**config.mk**
```make
export PLATFORM = sky130hd
export DESIGN_NAME = hp_tracker_flat
export DESIGN_NICKNAME = d
export VERILOG_FILES = /design/src/rtl/hp_tracker_if.sv /design/src/rtl/hp_tracker.sv /design/src/flat_wrapper.sv
export SDC_FILE = /design/constraint.sdc
export NUM_CORES = 1
export LEC_CHECK = 0
export BUFFER_PORTS_ARGS = -buffer_cell sky130_fd_sc_hd__buf_2
export CAP_MARGIN = 20
export CORE_UTILIZATION = 45
export CTS_CLUSTER_DIAMETER = 40
export DETAILED_ROUTE_END_ITERATION = 7
export PLACE_DENSITY = 0.67
export SYNTH_ARGS = -nofsm -noshare
export SYNTH_HDL_FRONTEND = slang
export SYNTH_SLANG_ARGS = --single-unit
```
**constraint.sdc**
```tcl
create_clock -name i_clk -period 3.35 [get_ports i_clk]
set_clock_uncertainty 0.2 [all_clocks]
set_input_delay 0.5025 -clock i_clk [delete_from_list [all_inputs] [get_ports i_clk]]
set_output_delay 0.5025 -clock i_clk [all_outputs]
set_load 0.02 [all_outputs]
```
**src/rtl/hp_tracker_if.sv**
```systemverilog
// Event strobes into and HP/status outputs out of the player HP tracker.
// Strobes are single-cycle pulses; there is no handshake or backpressure.
interface hp_tracker_if;
    logic        i_frame_tick;
    logic        i_start;
    logic        i_hit;
    logic [15:0] i_dmg;
    logic        i_heal;
    logic [15:0] i_heal_amt;
    logic [15:0] o_total_hp;
    logic [15:0] o_remain_hp;
    logic [15:0] o_actual_hp;
    logic        o_invincible;
    logic        o_dead;

    modport master (
        output i_frame_tick, i_start, i_hit, i_dmg, i_heal, i_heal_amt,
        input  o_total_hp, o_remain_hp, o_actual_hp, o_invincible, o_dead
    );

    modport slave (
        input  i_frame_tick, i_start, i_hit, i_dmg, i_heal, i_heal_amt,
        output o_total_hp, o_remain_hp, o_actual_hp, o_invincible, o_dead
    );
endinterface

```
**src/rtl/hp_tracker.sv**
```systemverilog
// Player HP keeper: damage/heal, invincibility frames, death, draining display HP.
// All outputs registered, one cycle after the strobe; events are never stalled.
module hp_tracker #(
    parameter int MAX_HP       = 20,
    parameter int IFRAME_TICKS = 60,
    parameter int DRAIN_TICKS  = 2
) (
    input  logic         i_clk,
    input  logic         i_rst_n,
    hp_tracker_if.slave  bus
);
    localparam logic [15:0] MAXV = 16'(MAX_HP);
    localparam int IW = $clog2(IFRAME_TICKS + 1);
    localparam int DW = (DRAIN_TICKS > 1) ? $clog2(DRAIN_TICKS) : 1;

    typedef enum logic [1:0] {IDLE, ALIVE, INVULN, DEAD} state_t;

    state_t        r_state,   w_state_nxt;
    logic [15:0]   r_actual,  w_actual_nxt;
    logic [15:0]   r_display, w_display_nxt;
    logic [IW-1:0] r_iframe,  w_iframe_nxt;
    logic [DW-1:0] r_drain,   w_drain_nxt;

    logic [15:0] w_hit_res;
    logic [16:0] w_heal_sum;
    logic [15:0] w_heal_res;

    // Saturating subtract and clamped 17-bit add so neither can wrap.
    assign w_hit_res  = (bus.i_dmg >= r_actual) ? 16'd0 : (r_actual - bus.i_dmg);
    assign w_heal_sum = {1'b0, r_actual} + {1'b0, bus.i_heal_amt};
    assign w_heal_res = (w_heal_sum > {1'b0, MAXV}) ? MAXV : w_heal_sum[15:0];

    always_ff @(posedge i_clk or negedge i_rst_n) begin
        if (!i_rst_n) begin
            r_state   <= IDLE;
            r_actual  <= MAXV;
            r_display <= MAXV;
            r_iframe  <= '0;
            r_drain   <= '0;
        end else begin
            r_state   <= w_state_nxt;
            r_actual  <= w_actual_nxt;
            r_display <= w_display_nxt;
            r_iframe  <= w_iframe_nxt;
            r_drain   <= w_drain_nxt;
        end
    end

    always_comb begin
        w_state_nxt  = r_state;
        w_actual_nxt = r_actual;
        w_iframe_nxt = r_iframe;

        case (r_state)
            ALIVE: begin
                if (bus.i_hit && (bus.i_dmg != 16'd0)) begin
                    w_actual_nxt = w_hit_res;
                    if (w_hit_res == 16'd0) begin
                        w_state_nxt = DEAD;
                    end else begin
                        w_state_nxt  = INVULN;
                        w_iframe_nxt = IW'(IFRAME_TICKS);
                    end
                end else if (bus.i_heal) begin
                    w_actual_nxt = w_heal_res;
                end
            end
            INVULN: begin
                if (bus.i_heal) begin
                    w_actual_nxt = w_heal_res;
                end
                if (bus.i_frame_tick) begin
                    if (r_iframe == IW'(1)) begin
                        w_state_nxt  = ALIVE;
                        w_iframe_nxt = '0;
                    end else begin
                        w_iframe_nxt = r_iframe - IW'(1);
                    end
                end
            end
            default: ;
        endcase

        if (bus.i_start) begin
            w_state_nxt  = ALIVE;
            w_actual_nxt = MAXV;
            w_iframe_nxt = '0;
        end
    end

    // Display rises instantly to actual but drains one point per DRAIN_TICKS frames.
    always_comb begin
        w_display_nxt = r_display;
        w_drain_nxt   = r_drain;

        if (bus.i_start) begin
            w_display_nxt = MAXV;
            w_drain_nxt   = '0;
        end else if (r_actual > r_display) begin
            w_display_nxt = r_actual;
            w_drain_nxt   = '0;
        end else if (r_actual < r_display) begin
            if (bus.i_frame_tick) begin
                if (r_drain == DW'(DRAIN_TICKS - 1)) begin
                    w_display_nxt = r_display - 16'd1;
                    w_drain_nxt   = '0;
                end else begin
                    w_drain_nxt = r_drain + DW'(1);
                end
            end
        end else begin
            w_drain_nxt = '0;
        end
    end

    assign bus.o_total_hp   = MAXV;
    assign bus.o_remain_hp  = r_display;
    assign bus.o_actual_hp  = r_actual;
    assign bus.o_invincible = (r_state == INVULN);
    assign bus.o_dead       = (r_state == DEAD);
endmodule

```
**src/flat_wrapper.sv**
```systemverilog
// flat-port wrapper written by rule: the top's interface ports become plain ports
module hp_tracker_flat 
#(
    parameter int MAX_HP       = 20,
    parameter int IFRAME_TICKS = 60,
    parameter int DRAIN_TICKS  = 2
)
  (i_clk, i_rst_n, bus_i_frame_tick, bus_i_start, bus_i_hit, bus_i_dmg, bus_i_heal, bus_i_heal_amt, bus_o_total_hp, bus_o_remain_hp, bus_o_actual_hp, bus_o_invincible, bus_o_dead);
  hp_tracker_if bus_i ();
  input  logic i_clk;
  input  logic i_rst_n;
  input wire logic [$bits(bus_i.i_frame_tick)-1:0] bus_i_frame_tick;
  input wire logic [$bits(bus_i.i_start)-1:0] bus_i_start;
  input wire logic [$bits(bus_i.i_hit)-1:0] bus_i_hit;
  input wire logic [$bits(bus_i.i_dmg)-1:0] bus_i_dmg;
  input wire logic [$bits(bus_i.i_heal)-1:0] bus_i_heal;
  input wire logic [$bits(bus_i.i_heal_amt)-1:0] bus_i_heal_amt;
  output wire logic [$bits(bus_i.o_total_hp)-1:0] bus_o_total_hp;
  output wire logic [$bits(bus_i.o_remain_hp)-1:0] bus_o_remain_hp;
  output wire logic [$bits(bus_i.o_actual_hp)-1:0] bus_o_actual_hp;
  output wire logic [$bits(bus_i.o_invincible)-1:0] bus_o_invincible;
  output wire logic [$bits(bus_i.o_dead)-1:0] bus_o_dead;
  assign bus_i.i_frame_tick = bus_i_frame_tick;
  assign bus_i.i_start = bus_i_start;
  assign bus_i.i_hit = bus_i_hit;
  assign bus_i.i_dmg = bus_i_dmg;
  assign bus_i.i_heal = bus_i_heal;
  assign bus_i.i_heal_amt = bus_i_heal_amt;
  assign bus_o_total_hp = bus_i.o_total_hp;
  assign bus_o_remain_hp = bus_i.o_remain_hp;
  assign bus_o_actual_hp = bus_i.o_actual_hp;
  assign bus_o_invincible = bus_i.o_invincible;
  assign bus_o_dead = bus_i.o_dead;
  hp_tracker #(.MAX_HP(MAX_HP), .IFRAME_TICKS(IFRAME_TICKS), .DRAIN_TICKS(DRAIN_TICKS)) u_core (.i_clk(i_clk), .i_rst_n(i_rst_n), .bus(bus_i));
endmodule
```
# Word level (Yosys, flattened, before mapping)
# Cells that the tools add are included.
[totals]
out_inout_bits = 50
reg_bits = 41
wordCells = 61
[op_classes]
reduce_logical = 10
eq_ne = 9
muxes = 28
addsub = 5
magnitude_cmp = 4
[op_table]
columns = ["op", "count"]
rows = [
  ["16-bit 2-to-1 mux", 10],
  ["16-bit one-hot mux with 2 select lines", 1],
  ["6-bit 2-to-1 mux", 5],
  ["16-bit by 16-bit adder with 17-bit output", 1],
  ["17-bit by 5-bit > comparator with 1-bit output, second input constant", 1],
  ["16-bit greater-or-equal comparator", 1],
  ["16-bit > comparator", 1],
  ["16-bit zero test", 1],
  ["16-bit < comparator", 1],
  ["16-bit nonzero test", 1],
  ["16-bit by 1-bit subtractor with 16-bit output, second input constant", 1],
  ["16-bit subtractor", 1],
  ["6-bit one-hot mux with 2 select lines", 1],
  ["3-bit nonzero test", 4],
  ["2-bit 2-to-1 mux", 4],
  ["4-bit AND reduction", 2],
  ["6-bit by 1-bit == test with 1-bit output, second input constant", 1],
  ["1-bit 2-to-1 mux", 6],
  ["3-bit by 2-bit inequality test with 1-bit output, second input constant", 2],
  ["3-bit inequality test, second input constant", 2],
  ["6-bit by 1-bit subtractor with 6-bit output, second input constant", 1],
  ["2-bit == test, second input constant", 2],
  ["4-bit by 3-bit inequality test with 1-bit output, second input constant", 1],
  ["2-bit one-hot mux with 2 select lines", 1],
  ["other kinds (4)", 4],
]

# Logic depth before layout (Yosys ltp)
# Gate-level depths: netlist of the first run.
[logic_depth]
ltp_word = 7
ltp_mapped = 13
depth_no_buf = 12

# Worst setup path before layout of the first run
# No wires, ideal clock.
[synth_path]
path_kind = "register to register"
startpoint = "register u_core.r_actual[0] (netlist: u_core.bus.o_actual_hp[0])"
endpoint = "register u_core.r_iframe[2]"
path_slack_ns = 0.161
required_ns = 3.049
setup_ns = 0.101
path_buffers = 0
period_less_slack_ns = 3.189
t_arrival_ns = 2.888
stages_incl_launch_ff = 13
path_cell_list = "dfrtp_1 > inv_1 > ha_1 > inv_1 > fa_1 > a211oi_1 > o21ai_0 > a21oi_1 > a21oi_1 > a22oi_1 > nor4_4 > and3_1 > o32ai_1"
[synth_via]
elab_chain_cells = 5
elab_cells_between_ends = 6
[synth_lines]
columns = ["item", "line_no", "rtl"]
rows = [
  ["from (decl)", "hp_tracker.sv:19", "logic [15:0] r_actual, w_actual_nxt;"],
  ["from (signal assigned)", "hp_tracker.sv:42", "r_actual <= w_actual_nxt;"],
  ["16-bit subtractor or 16-bit greater-or-equal comparator (tied branches)", "hp_tracker.sv:29", "assign w_hit_res = (bus.i_dmg >= r_actual) ? 16'd0 : (r_actual - bus.i_dmg);"],
  ["16-bit 2-to-1 mux *", "hp_tracker.sv:29", ""],
  ["16-bit zero test *", "hp_tracker.sv:58", "if (w_hit_res == 16'd0) begin"],
  ["3-bit inequality test (no line) *", "--", ""],
  ["4-bit AND reduction (no line) *", "--", ""],
  ["to (signal assigned)", "hp_tracker.sv:44", "r_iframe <= w_iframe_nxt;"],
  ["to (decl)", "hp_tracker.sv:21", "logic [IW-1:0] r_iframe, w_iframe_nxt;"],
]
# Every way passes the cells marked *; elsewhere a longest branch is shown, timed or not.
# A chain may end at the register's enable or synchronous reset.

# Worst setup path in the final report of the first run
[layout_path]
startpoint = "register u_core.r_actual[6] (netlist: u_core.bus.o_actual_hp[6])"
endpoint = "register u_core.r_iframe[3]"
# The elaborated chain is that of the path after synthesis.

==> results.json, run 1 <==
{
  "p_leak_nw": 2.69,
  "ff_latch_area_mm2": 0.00103,
  "htreeDepth": 2,
  "antenna_found_initial": 0,
  "coreArea_mm2": 0.0103,
  "crit_type": "flip-flop to flip-flop",
  "hpwl_mm": 11.7,
  "async_reset_ff_frac": 1.00,
  "die_width_um": 105,
  "cp.required_ns": 3.35,
  "grt-ovfl-total": 0,
  "clk_pin_slew_ns": 0.09,
  "synth_edf_count": 0,
  "dr_total_vias": 5171,
  "cp-start-kind": "flip-flop",
  "fp-row-count": 37,
  "synth_seq_cells": 41,
  "yosys.area_share.simple": 0.212,
  "cap_violations": 0,
  "rrSetupSlack_ns": 0.15,
  "synth_cells": 617,
  "status": "complete, no violations",
  "rsz0062_at_grt": "true",
  "grt_pass1_vias": 4808,
  "critical_path_arrival_ns": 3.20,
  "tritoncts": "yes",
  "min-delay-path-class": "input port to asynchronous set/reset pin",
  "startpoint": "u_core.bus.o_actual_hp[6]",
  "power_mw": 1.87,
  "synth_compound_area_frac": 0.317,
  "drt_pass1_iterations": 4,
  "clock_latency_ns": 0.31,
  "pwr_density_cell_mw_per_mm2": 332,
  "slew_violations": 0,
  "io_buffers": 71,
  "setup_viol": 0,
  "tightest_slew_ns": 0.953,
  "synth_adder_area_share": 0.141,
  "relSlewSlack": 0.365,
  "multi_input_area_mm2": 0.00345,
  "fillers": 967,
  "drtAntennaViolNets": 0,
  "rr_endpoint": "u_core.r_iframe[3]",
  "critPathMaxFanout": 6,
  "area_growth_pct": 17.5,
  "diodes": 0,
  "cts_buffer_depth": 2,
  "yosysSeqAreaShare": 0.214,
  "initial_core_util": 0.466,
  "drc": 0,
  "min_period_ns": 3.20,
  "yosys_warnings": 0,
  "layout_common_cells": "buf_2, nand2_1, inv_1, ha_1, a21oi_1",
  "drive_above_1_share": 0.203,
  "wl_mm": 14.8,
  "nets": 810,
  "avgSynthCellArea_um2": 7.79,
  "period_share": 0.954,
  "clock_sinks": 41,
  "ctsHoldBuffers": 0,
  "grt_max_degree": 42,
  "synthXorXnorAreaFrac": 0.0328,
  "synth_area_mm2": 0.00481,
  "via_per_inst": 6.04,
  "layout_commonest_cell": "buf_2",
  "cp-end-kind": "flip-flop",
  "drt_iter0_drc": 379,
  "fp.dieH_um": 105,
  "max_freq_mhz": 313,
  "synth_mux_area_frac": 0,
  "root_buffer": "clkbuf_8",
  "ios": 88,
  "grt_pass1_wl_mm": 24.0,
  "ys_types": 73,
  "finalHoldViolCount": 0,
  "dieArea_mm2": 0.0111,
  "reg2regPathDepth": 9,
  "cts-buffers-inserted": 5,
  "grt_usage": 0.271,
  "routedWlPerCell_um": 17.2,
  "final_core_util": 0.547,
  "gp_congestion": 0.969,
  "rr_startpoint": "u_core.bus.o_actual_hp[6]",
  "ir_worst_vdd_uv": 242,
  "cp-endpoint": "u_core.r_iframe[3]",
  "synth_top_family_by_area": "compound AO/OA/AOI/OAI gates",
  "synth-main-ff-cell": "dfrtp_1"
}
## cells by family after synthesis
logic type / after synthesis
flip-flops: 41
adder cells (fa/ha/maj): 53
XOR/XNOR: 18
other: 2
buffers and inverters: 85
AND/OR/NAND/NOR: 198
AO/OA/AOI/OAI: 220
## timing repair
item,in CTS,in global routing
endpoints found under the setup margin,0,13
resized for setup,0,5
setup buffers,0,0
## cell usage after synthesis (7+ instances only)
library cell | count | area, um2
a211oi_1 | 8 | 60.1
a21o_1 | 18 | 135
a21oi_1 | 47 | 235
a31oi_1 | 12 | 75.1
buf_4 | 16 | 120
clkbuf_1 | 14 | 52.6
dfrtp_1 | 37 | 926
ha_1 | 51 | 638
inv_1 | 51 | 191
nand2_1 | 54 | 203
nand3_1 | 17 | 85.1
nand4_1 | 17 | 106
nor2_1 | 38 | 143
nor3_1 | 20 | 100
o211ai_1 | 8 | 60.1
o21ai_0 | 42 | 210
o21bai_1 | 7 | 52.6
or3_1 | 7 | 43.8
or4_1 | 7 | 52.6
xor2_1 | 12 | 105
## final cells by class
type | instances | area share
clock buffer | 7 | 0.0153
clock inverter | 1 | 0.00532
inverter | 51 | 0.0339
multi-input combinational | 505 | 0.612
sequential | 41 | 0.183
tap | 136 | 0.0301
timing repair buffer | 115 | 0.121
## state kept, by name, indices dropped and copies added (netlist names)
signal,count
u_core.r_drain,1
u_core.r_iframe,6
u_core.bus.o_remain_hp,16
u_core.bus.o_actual_hp,16
u_core.r_state,2
## where the power goes
| group | switching, mW | internal (mW) |
|---|---|---|
| clock | 0.188 | 0.243 |
| combinational | 0.545 | 0.314 |
| sequential | 0.0435 | 0.540 |
## per-layer routing
layer,up-vias,global-route usage,wire length [um]
met1,2449,0.373,6780
met4,0,0.0755,329
met5,-,0,0
met2,194,0.449,6810
li1,2506,-,-
met3,22,0.0303,844
## per-stage QoR
stage / setup slack, ns / setup TNS (ns) / cells / area (um2) / hold slack (ns)
global route: -0.0337 / -0.0582 / 856 / 5650 / 0.218
detailed placement: 0.0450 / 0 / 848 / 5520 / 0.340
CTS: 0.0837 / 0 / 856 / 5630 / 0.175
floorplan: 0.161 / 0 / 631 / 4860 / 0.00691
global placement: 0.110 / 0 / 848 / 5520 / 0.337
finish: 0.153 / 0 / 856 / 5650 / 0.141
## worst min path at each step
stage / endpoint / slack (ns) / cells after the start
floorplan: u_core.bus.o_actual_hp[0] / 0.007 / 0
global placement: u_core.r_iframe[5] / 0.34 / 2
detailed placement: u_core.r_iframe[5] / 0.34 / 2
CTS: u_core.bus.o_remain_hp[5] / 0.18 / 1
global route: u_core.bus.o_remain_hp[5] / 0.22 / 1
finish: u_core.bus.o_remain_hp[5] / 0.14 / 1
## critical path, stage by stage (launching register included)
cell and delay, ns:
dfrtp_1 0.52, ha_1 0.37, and3_4 0.16, a221o_1 0.40, a211oi_1 0.34, o31ai_1 0.12, xor2_1 0.37, nor4_4 0.09
and3_1 0.24, o32ai_1 0.29
Power figures use the tool's default switching activity.
==> inputs of run 2 (changes only) <==
--- a/config.mk
+++ b/config.mk
@@ -5,12 +5,12 @@
 export SDC_FILE = /design/constraint.sdc
 export NUM_CORES = 1
 export LEC_CHECK = 0
+export ABC_AREA = 1
 export BUFFER_PORTS_ARGS = -buffer_cell sky130_fd_sc_hd__buf_2
 export CAP_MARGIN = 20
 export CORE_UTILIZATION = 45
-export CTS_CLUSTER_DIAMETER = 40
 export DETAILED_ROUTE_END_ITERATION = 7
-export PLACE_DENSITY = 0.67
+export PLACE_DENSITY = 0.66
 export SYNTH_ARGS = -nofsm -noshare
 export SYNTH_HDL_FRONTEND = slang
 export SYNTH_SLANG_ARGS = --single-unit
==> run 2 against run 1 <==
Via count up 5.8%; die area increased by 4.9%; clock power rose by 2%; final cell count grew 18%; non-clock buffer count down 33; critical path type unchanged; largest cell class unchanged; highest routed layer unchanged.
==> results.json, run 2 <==
{
  "hold_ws_ns": 0.150,
  "drt_pass1_iterations": 4,
  "fp-row-count": 38,
  "drc": 0,
  "rr_endpoint": "u_core.r_iframe[3]",
  "critPathMaxFanout": 7,
  "rsz0062_at_grt": "false",
  "synth-main-ff-cell": "dfrtp_1",
  "min-delay-path-class": "input port to asynchronous set/reset pin",
  "wl_mm": 14.7,
  "post-cts-setup-buffers": 0,
  "period_share": 0.910,
  "root_buffer": "clkbuf_8",
  "cap_violations": 0,
  "area_growth_pct": 12.1,
  "coreArea_mm2": 0.0109,
  "grt_pass1_vias": 4934,
  "async_reset_ff_frac": 1.00,
  "yosysSeqAreaShare": 0.204,
  "clock_sinks": 41,
  "grt-ovfl-total": 0,
  "final_cell_count_no_fill": 1011,
  "yosysMostFrequentCell": "nand2_1",
  "relSlewSlack": 0.339,
  "place_ws_ns": 0.319,
  "grt_max_degree": 42,
  "rr_startpoint": "u_core.bus.o_actual_hp[0]",
  "diodes": 0,
  "htreeDepth": 2,
  "max_freq_mhz": 328,
  "cts_buffer_depth": 2,
  "tightest_slew_ns": 0.991,
  "ios": 88,
  "dp.cells": 1003,
  "dieArea_mm2": 0.0116,
  "grt_pass1_wl_mm": 23.5,
  "dr_total_vias": 5473,
  "p_leak_nw": 3.19,
  "tritoncts": "yes",
  "synth_area_mm2": 0.00505,
  "yosys-top-cells-count": "nand2_1, inv_1, nor2_1, nand3_1",
  "initial_core_util": 0.463,
  "layout_commonest_cell": "nand2_1",
  "synthTopCellsByArea": "dfrtp_1, nand2_1, ha_1, inv_1, nand3_1",
  "hpwl_mm": 11.7,
  "status": "complete, no violations",
  "min_period_ns": 3.05,
  "gp_congestion": 0.898,
  "layout_common_cells": "nand2_1, inv_1, buf_2, nor2_1, nand3_1",
  "antenna_found_initial": 0,
  "die_width_um": 108,
  "io_buffers": 71,
  "finalHoldViolCount": 0,
  "nets": 961,
  "synth_cells": 794,
  "ys_types": 46,
  "synth_seq_cells": 41,
  "cts-buffers-inserted": 5,
  "cp-start-kind": "flip-flop",
  "cp-end-kind": "flip-flop",
  "synth_top_area_share": 0.183,
  "setup_viol": 0,
  "drive_above_1_share": 0.139,
  "synth.largest_area_cell": "dfrtp_1",
  "drt_iter0_drc": 319,
  "crit_type": "flip-flop to flip-flop",
  "clock_latency_ns": 0.31,
  "fin_ws_ns": 0.302,
  "critical_path_arrival_ns": 3.09,
  "avgSynthCellArea_um2": 6.36,
  "clk_pin_slew_ns": 0.09,
  "rrSetupSlack_ns": 0.30,
  "pwr_density_cell_mw_per_mm2": 593,
  "reg2regPathDepth": 17,
  "cp.required_ns": 3.39,
  "fp.dieH_um": 108,
  "tns_ns": 0,
  "grt_usage": 0.259,
  "via_per_inst": 5.41,
  "slew_violations": 0,
  "drtAntennaViolNets": 0,
  "synth_edf_count": 0,
  "ir_worst_vdd_uv": 363,
  "yosys_warnings": 0,
  "routedWlPerCell_um": 14.5
}
run 2: cell types whose count changed after synthesis, moves of 8 or more:
| cell | before | now |
|---|---|---|
| nand3_1 | 17 | 61 |
| inv_1 | 51 | 102 |
| o21ai_0 | 42 | 51 |
| nor2_1 | 38 | 67 |
| nand2_1 | 54 | 225 |
| a21o_1 | 18 | 2 |
| a211oi_1 | 8 | 0 |
| nand3b_1 | 2 | 11 |
run 2: cell type report:
type,instances,area [um2]
flip-flops and latches,41,1030
fillers,1137,5230
inverters,106,398
clock buffers,7,86.3
multi-input cells,634,3500
well taps,140,175
clock inverters,1,30.0
repair buffers,82,438
run 2: worst max path at each step:
stage,start,endpoint,cells past startpoint
2_1_floorplan,u_core.bus.o_actual_hp[0],u_core.r_iframe[2],17
3_3_place_gp,bus_i_dmg[0],u_core.r_iframe[0],17
3_5_place_dp,bus_i_dmg[0],u_core.r_iframe[5],17
4_1_cts,u_core.bus.o_actual_hp[0],u_core.r_iframe[3],17
5_1_grt,u_core.bus.o_actual_hp[0],u_core.r_iframe[3],17
6_report,u_core.bus.o_actual_hp[0],u_core.r_iframe[3],17
run 2: critical path: stages, from the launching register on:
cell and delay (ns):
dfrtp_1 0.47, inv_1 0.14, ha_1 0.20, inv_1 0.09, fa_1 0.41, nand3_1 0.09, nand2_1 0.09, nand2_1 0.09
nand2_2 0.07, nand2_1 0.13, nand2_1 0.08, nand2_2 0.13, a21oi_1 0.07, nor2_1 0.26, nand4_4 0.20, nand2_4 0.13
nand2_1 0.05, nand2_1 0.06
run 2: kinds of logic (layout without fill, tap and decap cells):
group / Yosys count / after routing / share of synthesized area
simple gates: 415 / 415 / 0.365
buf+inv: 133 / 196 / 0.113
compound gates: 132 / 132 / 0.151
fa+ha+maj: 53 / 53 / 0.134
flops: 41 / 41 / 0.204
xor+xnor: 18 / 18 / 0.0312
other cells: 2 / 16 / 0.00149
run 2: report_power, final:
group | switching (mW) | leakage [nW] | internal [mW]
logic | 1.36 | 2.60 | 0.735
registers | 0.183 | 0.532 | 0.641
clock network | 0.195 | 0.0585 | 0.243
total | 1.73 | 3.19 | 1.62
run 2: per-stage QoR:
step,instance area (um2),power [mW],util
after floorplan,5100,2.36,-
after global placement,5540,2.85,0.509
after detailed placement,5540,2.89,0.509
after CTS,5660,3.34,0.520
after global routing,5660,3.67,0.520
final,5660,3.35,0.520
run 2: layer usage:
layer  wire length (um)  vias to the layer above  global-route usage  part of all wire
met1               6560                     2500               0.332              0.45
met5                  0                        -                   0                 0
li1                   -                     2752                   -                 -
met4                438                        0              0.0939             0.030
met2               6960                      190               0.444              0.47
met3                754                       31              0.0303             0.051
run 2: what timing repair did:
action / 4_1_cts / 5_1_grt
endpoints found under the setup margin: 0 / 1
hold buffers: 0 / 0
gates resized for setup: 0 / 0
==> inputs of run 3 (changes only) <==
--- a/config.mk
+++ b/config.mk
@@ -10,6 +10,8 @@
 export CAP_MARGIN = 20
 export CORE_UTILIZATION = 45
 export DETAILED_ROUTE_END_ITERATION = 7
+export GPL_TIMING_DRIVEN = 0
+export HOLD_SLACK_MARGIN = 0.15
 export PLACE_DENSITY = 0.66
 export SYNTH_ARGS = -nofsm -noshare
 export SYNTH_HDL_FRONTEND = slang
==> run 3 against run 2 <==
Count of clock-buffer cells in the layout fell by 2; non-clock buffer count rose by 16; hold slack got worse by 0.023 ns; clock power fell by 22%; setup slack got worse by 0.055 ns; core utilization rose by 0.53 points; maximum frequency fell by 1.8%; final cell count rose by 1.6%; critical path depth did not move; wire length fell by 2.1%; critical endpoint is now u_core.r_iframe[2].
==> results.json, run 3 (same netlist as run 2, synthesis figures left out) <==
{
  "finalHoldViolCount": 0,
  "fp-row-count": 38,
  "relSlewSlack": 0.359,
  "drive_above_1_share": 0.145,
  "tightest_slew_ns": 0.961,
  "cap_violations": 0,
  "reg2regPathDepth": 17,
  "diodes": 0,
  "rr_endpoint": "u_core.r_iframe[2]",
  "area_growth_pct": 13.3,
  "die_width_um": 108,
  "dp.cells": 1019,
  "power_mw": 3.27,
  "cts-buffers-inserted": 5,
  "drt_iter0_drc": 300,
  "grt_pass1_vias": 4896,
  "grt_pass1_wl_mm": 23.2,
  "initial_core_util": 0.463,
  "startpoint": "u_core.bus.o_actual_hp[0]",
  "ir_worst_vdd_uv": 354,
  "cts_buffer_depth": 2,
  "tns_ns": 0,
  "critical_path_arrival_ns": 3.15,
  "drtAntennaViolNets": 0,
  "root_buffer": "clkbuf_8",
  "coreArea_mm2": 0.0109,
  "crit_type": "flip-flop to flip-flop",
  "slew_violations": 0,
  "antenna_found_initial": 0,
  "max_freq_mhz": 322,
  "hpwl_mm": 11.5,
  "dieArea_mm2": 0.0116,
  "fillers": 1155,
  "routedWlPerCell_um": 14.0,
  "min-delay-path-class": "input port to asynchronous set/reset pin",
  "wl_mm": 14.4,
  "ios": 88,
  "io_buffers": 71,
  "pwr_density_cell_mw_per_mm2": 572,
  "cp-start-kind": "flip-flop",
  "p_leak_nw": 3.22,
  "via_per_inst": 5.27,
  "grt_usage": 0.252,
  "cp.required_ns": 3.39,
  "min_period_ns": 3.10,
  "cp-endpoint": "u_core.r_iframe[2]",
  "post-cts-setup-buffers": 0,
  "drt_pass1_iterations": 6,
  "nets": 977,
  "dr_total_vias": 5410,
  "rsz0062_at_grt": "false",
  "grt-ovfl-total": 0,
  "grt_max_degree": 42,
  "clock_sinks": 41,
  "layout_commonest_cell": "nand2_1",
  "htreeDepth": 2,
  "clk_pin_slew_ns": 0.09,
  "drc": 0,
  "critPathMaxFanout": 7,
  "fp.dieH_um": 108,
  "ctsHoldBuffers": 0,
  "rrSetupSlack_ns": 0.25,
  "period_share": 0.926,
  "rr_startpoint": "u_core.bus.o_actual_hp[0]",
  "tritoncts": "yes",
  "setup_viol": 0,
  "gp_congestion": 0.888,
  "cp-end-kind": "flip-flop",
  "layout_common_cells": "nand2_1, inv_1, buf_2, nor2_1, nand3_1",
  "clock_latency_ns": 0.30,
  "status": "complete, no violations",
  "cts.repair.resized": 0,
  "final_cell_count_no_fill": 1027
}
==> run 3: cell types whose count changed in the layout (fill, tap and decap cells not counted) <==
cell        change
buf_6           +1
clkbuf_8        -1
clkbuf_1        +8
clkinvlp_4      +1
buf_4           +5
clkbuf_2        +1
bufinv_16       -1
clkinv_2        +2
==> run 3: how the worst min path moves through the flow <==
stage,from,to,cells past startpoint,slack (ns)
2_1_floorplan,i_rst_n,u_core.bus.o_actual_hp[0],0,0.007
3_3_place_gp,u_core.r_iframe[1],u_core.r_iframe[1],2,0.29
3_5_place_dp,u_core.r_iframe[1],u_core.r_iframe[1],2,0.29
4_1_cts,i_rst_n,u_core.bus.o_remain_hp[15],1,0.17
5_1_grt,i_rst_n,u_core.bus.o_remain_hp[7],1,0.22
6_report,i_rst_n,u_core.bus.o_remain_hp[6],1,0.13
==> run 3: area by class of cell <==
type | count | area, um2 | share of cell area
multi-input combinational | 634 | 3500 | 0.612
clock inverter | 3 | 17.5 | 0.00306
timing repair buffer | 71 | 355 | 0.0622
inverter | 106 | 398 | 0.0696
clock buffer | 5 | 68.8 | 0.0120
sequential | 41 | 1030 | 0.180
buffer | 27 | 170 | 0.0298
tap | 140 | 175 | 0.0306
==> run 3: critical path, cell delays in order, from the launching register on <==
cell and delay [ns]:
dfrtp_1 0.47, inv_1 0.14, ha_1 0.21, inv_1 0.09, fa_1 0.41, nand3_1 0.09
nand2_1 0.10, nand2_1 0.10, nand2_2 0.08, nand2_1 0.13, nand2_1 0.08, nand2_2 0.15
a21oi_1 0.06, nor2_1 0.25, nand4_4 0.21, nand2_4 0.15, nand2_1 0.06, nand2_1 0.06
==> run 3: routing by layer <==
metal | part of all wire | wire (um) | up-vias | track usage
met5 | 0 | 0 | - | 0
met3 | 0.054 | 777 | 31 | 0.0285
met1 | 0.45 | 6450 | 2442 | 0.320
met2 | 0.47 | 6730 | 155 | 0.440
met4 | 0.030 | 439 | 0 | 0.0881
li1 | - | - | 2782 | -
==> run 3: power by group <==
| part | switching, mW | leakage, nW | internal, mW |
|---|---|---|---|
| sequential | 0.187 | 0.532 | 0.641 |
| clock | 0.195 | 0.0439 | 0.144 |
| combinational | 1.37 | 2.65 | 0.730 |
==> run 3: per-stage QoR <==
step / util / setup slack (ns) / hold slack (ns) / cell area, um2
detailed placement: 0.517 / 0.259 / 0.285 / 5630
finish: 0.525 / 0.247 / 0.128 / 5720
CTS: 0.525 / 0.270 / 0.169 / 5720
floorplan: - / 0.644 / 0.00691 / 5100
global placement: 0.517 / 0.311 / 0.288 / 5630
global route: 0.525 / 0.0383 / 0.221 / 5720
